### src/rtl/ptw_axi_arbiter_pkg.sv
// Shared types for the page-table-walker AXI read arbiter.
// Walker-facing grant encoding is also used by the RR arbiter.
package ptw_axi_arbiter_pkg;

   typedef enum logic [1:0] {
      IDLE = 2'd0,
      ADDR = 2'd1,
      DATA = 2'd2
   } ptw_arb_state_e;

   localparam logic GNT_IMMU = 1'b0;
   localparam logic GNT_DMMU = 1'b1;

   localparam int unsigned AXI_LEN_W   = 8;
   localparam int unsigned AXI_SIZE_W  = 3;
   localparam int unsigned AXI_BURST_W = 2;
   localparam int unsigned AXI_RESP_W  = 2;

endpackage

### src/rtl/ptw_axi_arbiter_rr_arb2.sv
// Two-requester round-robin arbiter; purely combinational.
// Requester 0 maps to GNT_IMMU, requester 1 to GNT_DMMU.
module rr_arb2
   import ptw_axi_arbiter_pkg::*;
(
   input  logic       i_req0,
   input  logic       i_req1,
   input  logic       i_last_grant,
   output logic [1:0] o_gnt,
   output logic       o_gnt_idx
);

   logic w_idx;

   always_comb begin
      w_idx = GNT_IMMU;
      if (i_req0 && i_req1) begin
         w_idx = ~i_last_grant;
      end else if (i_req1) begin
         w_idx = GNT_DMMU;
      end
   end

   assign o_gnt_idx = w_idx;
   assign o_gnt[0]  = i_req0 && (w_idx == GNT_IMMU);
   assign o_gnt[1]  = i_req1 && (w_idx == GNT_DMMU);

endmodule

### src/rtl/ptw_axi_arbiter.sv
// Shares one downstream AXI read channel between the I- and D-side page-table walkers,
// one transaction at a time, with round-robin arbitration and grant-based R routing.
module ptw_axi_arbiter
   import ptw_axi_arbiter_pkg::*;
#(
   parameter int unsigned ADDR_W = 64,
   parameter int unsigned DATA_W = 64,
   parameter int unsigned ID_W   = 4
) (
   input  logic                   clk_i,
   input  logic                   arst_i,

   input  logic                   i_immu_arvalid,
   output logic                   o_immu_arready,
   input  logic [ADDR_W-1:0]      i_immu_araddr,
   input  logic [ID_W-1:0]        i_immu_arid,
   input  logic [AXI_LEN_W-1:0]   i_immu_arlen,
   input  logic [AXI_SIZE_W-1:0]  i_immu_arsize,
   input  logic [AXI_BURST_W-1:0] i_immu_arburst,
   output logic                   o_immu_rvalid,
   input  logic                   i_immu_rready,
   output logic [DATA_W-1:0]      o_immu_rdata,
   output logic [AXI_RESP_W-1:0]  o_immu_rresp,
   output logic                   o_immu_rlast,
   output logic [ID_W-1:0]        o_immu_rid,

   input  logic                   i_dmmu_arvalid,
   output logic                   o_dmmu_arready,
   input  logic [ADDR_W-1:0]      i_dmmu_araddr,
   input  logic [ID_W-1:0]        i_dmmu_arid,
   input  logic [AXI_LEN_W-1:0]   i_dmmu_arlen,
   input  logic [AXI_SIZE_W-1:0]  i_dmmu_arsize,
   input  logic [AXI_BURST_W-1:0] i_dmmu_arburst,
   output logic                   o_dmmu_rvalid,
   input  logic                   i_dmmu_rready,
   output logic [DATA_W-1:0]      o_dmmu_rdata,
   output logic [AXI_RESP_W-1:0]  o_dmmu_rresp,
   output logic                   o_dmmu_rlast,
   output logic [ID_W-1:0]        o_dmmu_rid,

   output logic                   o_mem_arvalid,
   input  logic                   i_mem_arready,
   output logic [ADDR_W-1:0]      o_mem_araddr,
   output logic [ID_W-1:0]        o_mem_arid,
   output logic [AXI_LEN_W-1:0]   o_mem_arlen,
   output logic [AXI_SIZE_W-1:0]  o_mem_arsize,
   output logic [AXI_BURST_W-1:0] o_mem_arburst,
   input  logic                   i_mem_rvalid,
   output logic                   o_mem_rready,
   input  logic [DATA_W-1:0]      i_mem_rdata,
   input  logic [AXI_RESP_W-1:0]  i_mem_rresp,
   input  logic                   i_mem_rlast,
   input  logic [ID_W-1:0]        i_mem_rid,

   output logic                   busy_o
);

   ptw_arb_state_e         r_state;
   logic                   r_grant;
   logic                   r_last_grant;
   logic                   r_mem_arvalid;
   logic                   r_busy;
   logic [ADDR_W-1:0]      r_araddr;
   logic [ID_W-1:0]        r_arid;
   logic [AXI_LEN_W-1:0]   r_arlen;
   logic [AXI_SIZE_W-1:0]  r_arsize;
   logic [AXI_BURST_W-1:0] r_arburst;

   logic [1:0]             w_gnt;
   logic                   w_gnt_idx;
   logic                   w_idle;
   logic                   w_in_data;
   logic                   w_rready;
   logic                   w_take;

   rr_arb2 u_rr_arb2 (
      .i_req0       (i_immu_arvalid),
      .i_req1       (i_dmmu_arvalid),
      .i_last_grant (r_last_grant),
      .o_gnt        (w_gnt),
      .o_gnt_idx    (w_gnt_idx)
   );

   assign w_idle    = (r_state == IDLE) && !arst_i;
   assign w_in_data = (r_state == DATA) && !arst_i;
   assign w_take    = w_idle && (w_gnt != 2'b00);
   assign w_rready  = (r_grant == GNT_DMMU) ? i_dmmu_rready : i_immu_rready;

   assign o_immu_arready = w_idle && w_gnt[0];
   assign o_dmmu_arready = w_idle && w_gnt[1];

   always_ff @(posedge clk_i) begin
      if (arst_i) begin
         r_state       <= IDLE;
         r_grant       <= GNT_IMMU;
         r_last_grant  <= GNT_IMMU;
         r_mem_arvalid <= 1'b0;
         r_busy        <= 1'b0;
         r_araddr      <= '0;
         r_arid        <= '0;
         r_arlen       <= '0;
         r_arsize      <= '0;
         r_arburst     <= '0;
      end else begin
         unique case (r_state)
            IDLE: begin
               if (w_take) begin
                  r_grant       <= w_gnt_idx;
                  r_last_grant  <= w_gnt_idx;
                  r_mem_arvalid <= 1'b1;
                  r_busy        <= 1'b1;
                  r_state       <= ADDR;
                  if (w_gnt_idx == GNT_DMMU) begin
                     r_araddr  <= i_dmmu_araddr;
                     r_arid    <= i_dmmu_arid;
                     r_arlen   <= i_dmmu_arlen;
                     r_arsize  <= i_dmmu_arsize;
                     r_arburst <= i_dmmu_arburst;
                  end else begin
                     r_araddr  <= i_immu_araddr;
                     r_arid    <= i_immu_arid;
                     r_arlen   <= i_immu_arlen;
                     r_arsize  <= i_immu_arsize;
                     r_arburst <= i_immu_arburst;
                  end
               end
            end
            ADDR: begin
               if (i_mem_arready) begin
                  r_mem_arvalid <= 1'b0;
                  r_state       <= DATA;
               end
            end
            DATA: begin
               // Only rlast closes the transaction; beat count is not tracked.
               if (i_mem_rvalid && w_rready && i_mem_rlast) begin
                  r_busy  <= 1'b0;
                  r_state <= IDLE;
               end
            end
            default: begin
               r_state <= IDLE;
            end
         endcase
      end
   end

   assign o_mem_arvalid = r_mem_arvalid;
   assign o_mem_araddr  = r_araddr;
   assign o_mem_arid    = r_arid;
   assign o_mem_arlen   = r_arlen;
   assign o_mem_arsize  = r_arsize;
   assign o_mem_arburst = r_arburst;
   assign busy_o        = r_busy;

   assign o_mem_rready  = w_in_data && w_rready;
   assign o_immu_rvalid = w_in_data && (r_grant == GNT_IMMU) && i_mem_rvalid;
   assign o_dmmu_rvalid = w_in_data && (r_grant == GNT_DMMU) && i_mem_rvalid;

   // Payload is broadcast; only rvalid is steered by the grant.
   assign o_immu_rdata  = i_mem_rdata;
   assign o_immu_rresp  = i_mem_rresp;
   assign o_immu_rlast  = i_mem_rlast;
   assign o_immu_rid    = i_mem_rid;
   assign o_dmmu_rdata  = i_mem_rdata;
   assign o_dmmu_rresp  = i_mem_rresp;
   assign o_dmmu_rlast  = i_mem_rlast;
   assign o_dmmu_rid    = i_mem_rid;

endmodule

### config.mk
export PLATFORM = sky130hd
export DESIGN_NAME = ptw_axi_arbiter
export DESIGN_NICKNAME = d
export VERILOG_FILES = /design/src/rtl/ptw_axi_arbiter_pkg.sv /design/src/rtl/ptw_axi_arbiter_rr_arb2.sv /design/src/rtl/ptw_axi_arbiter.sv
export SDC_FILE = /design/constraint.sdc
export NUM_CORES = 1
export LEC_CHECK = 0
export ABC_AREA = 1
export CORE_AREA = 2 2 181 183
export CTS_BUF_LIST = sky130_fd_sc_hd__clkbuf_16
export CTS_CLUSTER_DIAMETER = 120
export DETAILED_ROUTE_END_ITERATION = 8
export DIE_AREA = 0 0 183 185
export GPL_TIMING_DRIVEN = 0
export SLEW_MARGIN = 10
export SYNTH_ARGS = -nofsm -noshare
export SYNTH_HDL_FRONTEND = slang
export SYNTH_HIERARCHICAL = 1
export SYNTH_SLANG_ARGS = --single-unit
### constraint.sdc
create_clock -name clk_i -period 1.69 [get_ports clk_i]
set_clock_uncertainty 0.15 [all_clocks]
set_input_delay 0.338 -clock clk_i [delete_from_list [all_inputs] [get_ports clk_i]]
set_output_delay 0.338 -clock clk_i [all_outputs]
set_load 0.05 [all_outputs]
==> results.ini <==
[clock_tree]
cts_tree = yes
root_buffer = clkbuf_16
cts_hold_buffers = 0
clk_latency_ns = 0.34
cts_num_sinks = 86
cts_buffers = 9
clock_path_buffers = 2
clk_pin_slew_ns = 0.06
cts-htree-levels = 3

[die]
die_x_um = 183
initial_core_util = 0.163
rows = 66
die_area_um2 = 33900
core_area_um2 = 32000
io_pins = 471
dieHeight_um = 185

[final_layout]
layout-drive-gt1-share = 0.318
syn2layout_area_growth_pct = 112
final_util = 0.346
multi_input_area_um2 = 2410
diodes = 0
fillers = 3441
seqCellArea_um2 = 1730
nets = 1484
postLayoutCellArea_um2 = 11100

[synthesis]
ys_seq_area_frac = 0.329
synth_area_leaders = dfxtp_1, buf_4, nand2_1
synth-seq-cells = 86
syn_nets = 1045
synth.largest_area_cell = dfxtp_1
yosys.cell_types.count = 22
syn_area_um2 = 5230
postSynthCellCount = 804
ys.warnings.count = 6
syn_area_per_cell_um2 = 6.50
synth_top_area_frac = 0.329

[worst_setup_path]
startpoint_type = register
cp.required_ns = 1.20
cp-end-kind = output pin
reg2reg_setup_slack_ns = -0.10
worstSetupPathType = register to output pin
cp_max_fo = 4
crit-reg2reg-launch = r_last_grant$_SDFFE_PP0P_
ff2ff_path_depth = 11
reg2reg_to = o_mem_araddr[42]$_SDFFE_PP0P_
worstPathArrival_ns = 1.34

[grt]
grt_pass1_vias = 5885
antenna_found_initial = 0
gr-total-overflow = 0
grtUsageTotal = 0.140
grt_max_degree = 14
grt_pass1_wl_um = 35500

[power]
leakagePower_nw = 5.58
powerDensity_nw_per_um2 = 779
ir_worst_vdd_v = 0.000513

[route]
firstDrtPassIters = 6
vias = 6329
drtIter0Drc = 128
ant_nets = 0
vias_per_cell = 3.83
wire_per_inst_um = 15.8
drcViolationCount = 0
routed_wl_um = 26100

[worst_hold_path]
holdPathStages = 2
holdCritPathClass = input pin to register
min_from = arst_i
min_to = r_state[1]$_SDFFE_PP0P_

[timing]
post-route-min-period_ns = 1.83
relSlewSlack = 0.526
fin_crit_sh = 1.08
rsz0062_at_grt = true
maxSlewViolCount = 0
layout_setup_ws_ns = -0.135
worst_slew_pin_slew_ns = 0.711
setup_violations = 78
fmax_ghz = 0.548
hold_violations = 0

[place]
place_area_um2 = 9740
numPortBuffers = 400
hpwl_um = 20500
place_ws_ns = -1.28
gp_congestion = 0.794

[status]
violations = negative setup slack
status = complete, but fails checks

[job]
max_cap_violations = 0

## per-stage QoR
step / setup TNS, ns / std cells / hold slack (ns) / total power [W]
floorplan: -0.230 / 804 / 0.257 / 0.00484
global placement: -84.44 / 1612 / 0.304 / 0.00636
CTS: -7.32 / 1645 / 0.239 / 0.00854
finish: -3.83 / 1654 / 0.292 / 0.00862
detailed placement: -85.43 / 1612 / 0.311 / 0.00637
global route: -12.17 / 1654 / 0.310 / 0.00904
## power by group
group	leakage [nW]	switching [W]	internal (W)
sequential	0.710	0.000148	0.00227
combinational	4.74	0.00255	0.00169
clock	0.135	0.000843	0.00112
total	5.58	0.00355	0.00508
## layer usage
| layer | GRT usage | part of all wire |
|---|---|---|
| met1 | 0.162 | 0.40 |
| met2 | 0.260 | 0.52 |
| met3 | 0.0362 | 0.074 |
| met4 | 0.0310 | 0.013 |
| met5 | 0 | 0 |
## layout by cell type (no fill, tap or decap), types with 3 or more instances in the layout
cell / synthesis / layout
clkdlybuf4s15_2: 0 / 77
nor2_2: 1 / 25
clkbuf_2: 0 / 7
nand2_2: 1 / 5
dfxtp_1: 86 / 83
nor2_4: 1 / 13
dlygate4sd2_1: 0 / 85
clkbuf_16: 0 / 12
buf_12: 0 / 8
nor2_1: 169 / 133
o21ai_1: 22 / 35
buf_8: 0 / 16
buf_2: 13 / 3
inv_1: 9 / 6
buf_16: 0 / 4
nand3_1: 5 / 4
nand2_1: 252 / 246
buf_4: 142 / 159
dlymetal6s2s_1: 0 / 58
o21ai_2: 0 / 28
clkdlybuf4s50_1: 0 / 167
inv_2: 3 / 4
o21ai_0: 62 / 21
buf_6: 15 / 17
clkbuf_1: 10 / 7
## flip-flops by register name (all words and copies together) (netlist names)
register	flops
o_mem_araddr	64
o_mem_arlen	8
o_mem_arid	4
o_mem_arsize	3
o_mem_arburst	2
r_state	2
busy_o	1
o_mem_arvalid	1
r_last_grant	1
## how the worst max path moves through the flow
stage,to,slack [ns],start
floorplan,o_dmmu_rvalid,-0.11,arst_i
global placement,o_dmmu_rvalid,-1.25,arst_i
detailed placement,o_dmmu_rvalid,-1.28,arst_i
CTS,o_immu_rvalid,-0.17,r_state[1]$_SDFFE_PP0P_
global route,o_mem_rready,-0.21,r_last_grant$_SDFFE_PP0P_
finish,o_immu_rvalid,-0.14,r_state[1]$_SDFFE_PP0P_
## cells in the mapped netlist, drive strengths merged
cell type,count
a21boi,2
a21oi,3
and3,1
buf,176
clkbuf,10
dfxtp,86
inv,12
nand2,253
nand3,5
nand3b,1
nor2,171
o21ai,84
## critical path, stage by stage (launching register included)
cell,delay [ns]
dfxtp_2,0.34
inv_2,0.06
nor2_4,0.16
nand3_2,0.10
nor2_1,0.15
buf_6,0.18
## repair_timing
action,4_1_cts,5_1_grt
setup endpoints to repair,256,154
gates cloned,6,3
pin swaps,8,30
setup buffers,13,10
gates resized for setup,468,200
## cell families after synthesis
logic type	share of synthesized area
AOI/OAI and AO/OA	0.0876
buffers and inverters	0.269
DFF	0.329
and+or+nand+nor	0.314
## area by class of cell
class                   count  area share
plain buffers             183       0.137
multi-input cells         520       0.218
clock inverters             5     0.00486
flip-flops and latches     86       0.156
well taps                 408      0.0461
inverters                  12     0.00565
repair buffers            431       0.412
clock buffers               9      0.0203
No activity file was read; power rests on OpenSTA's default activity.
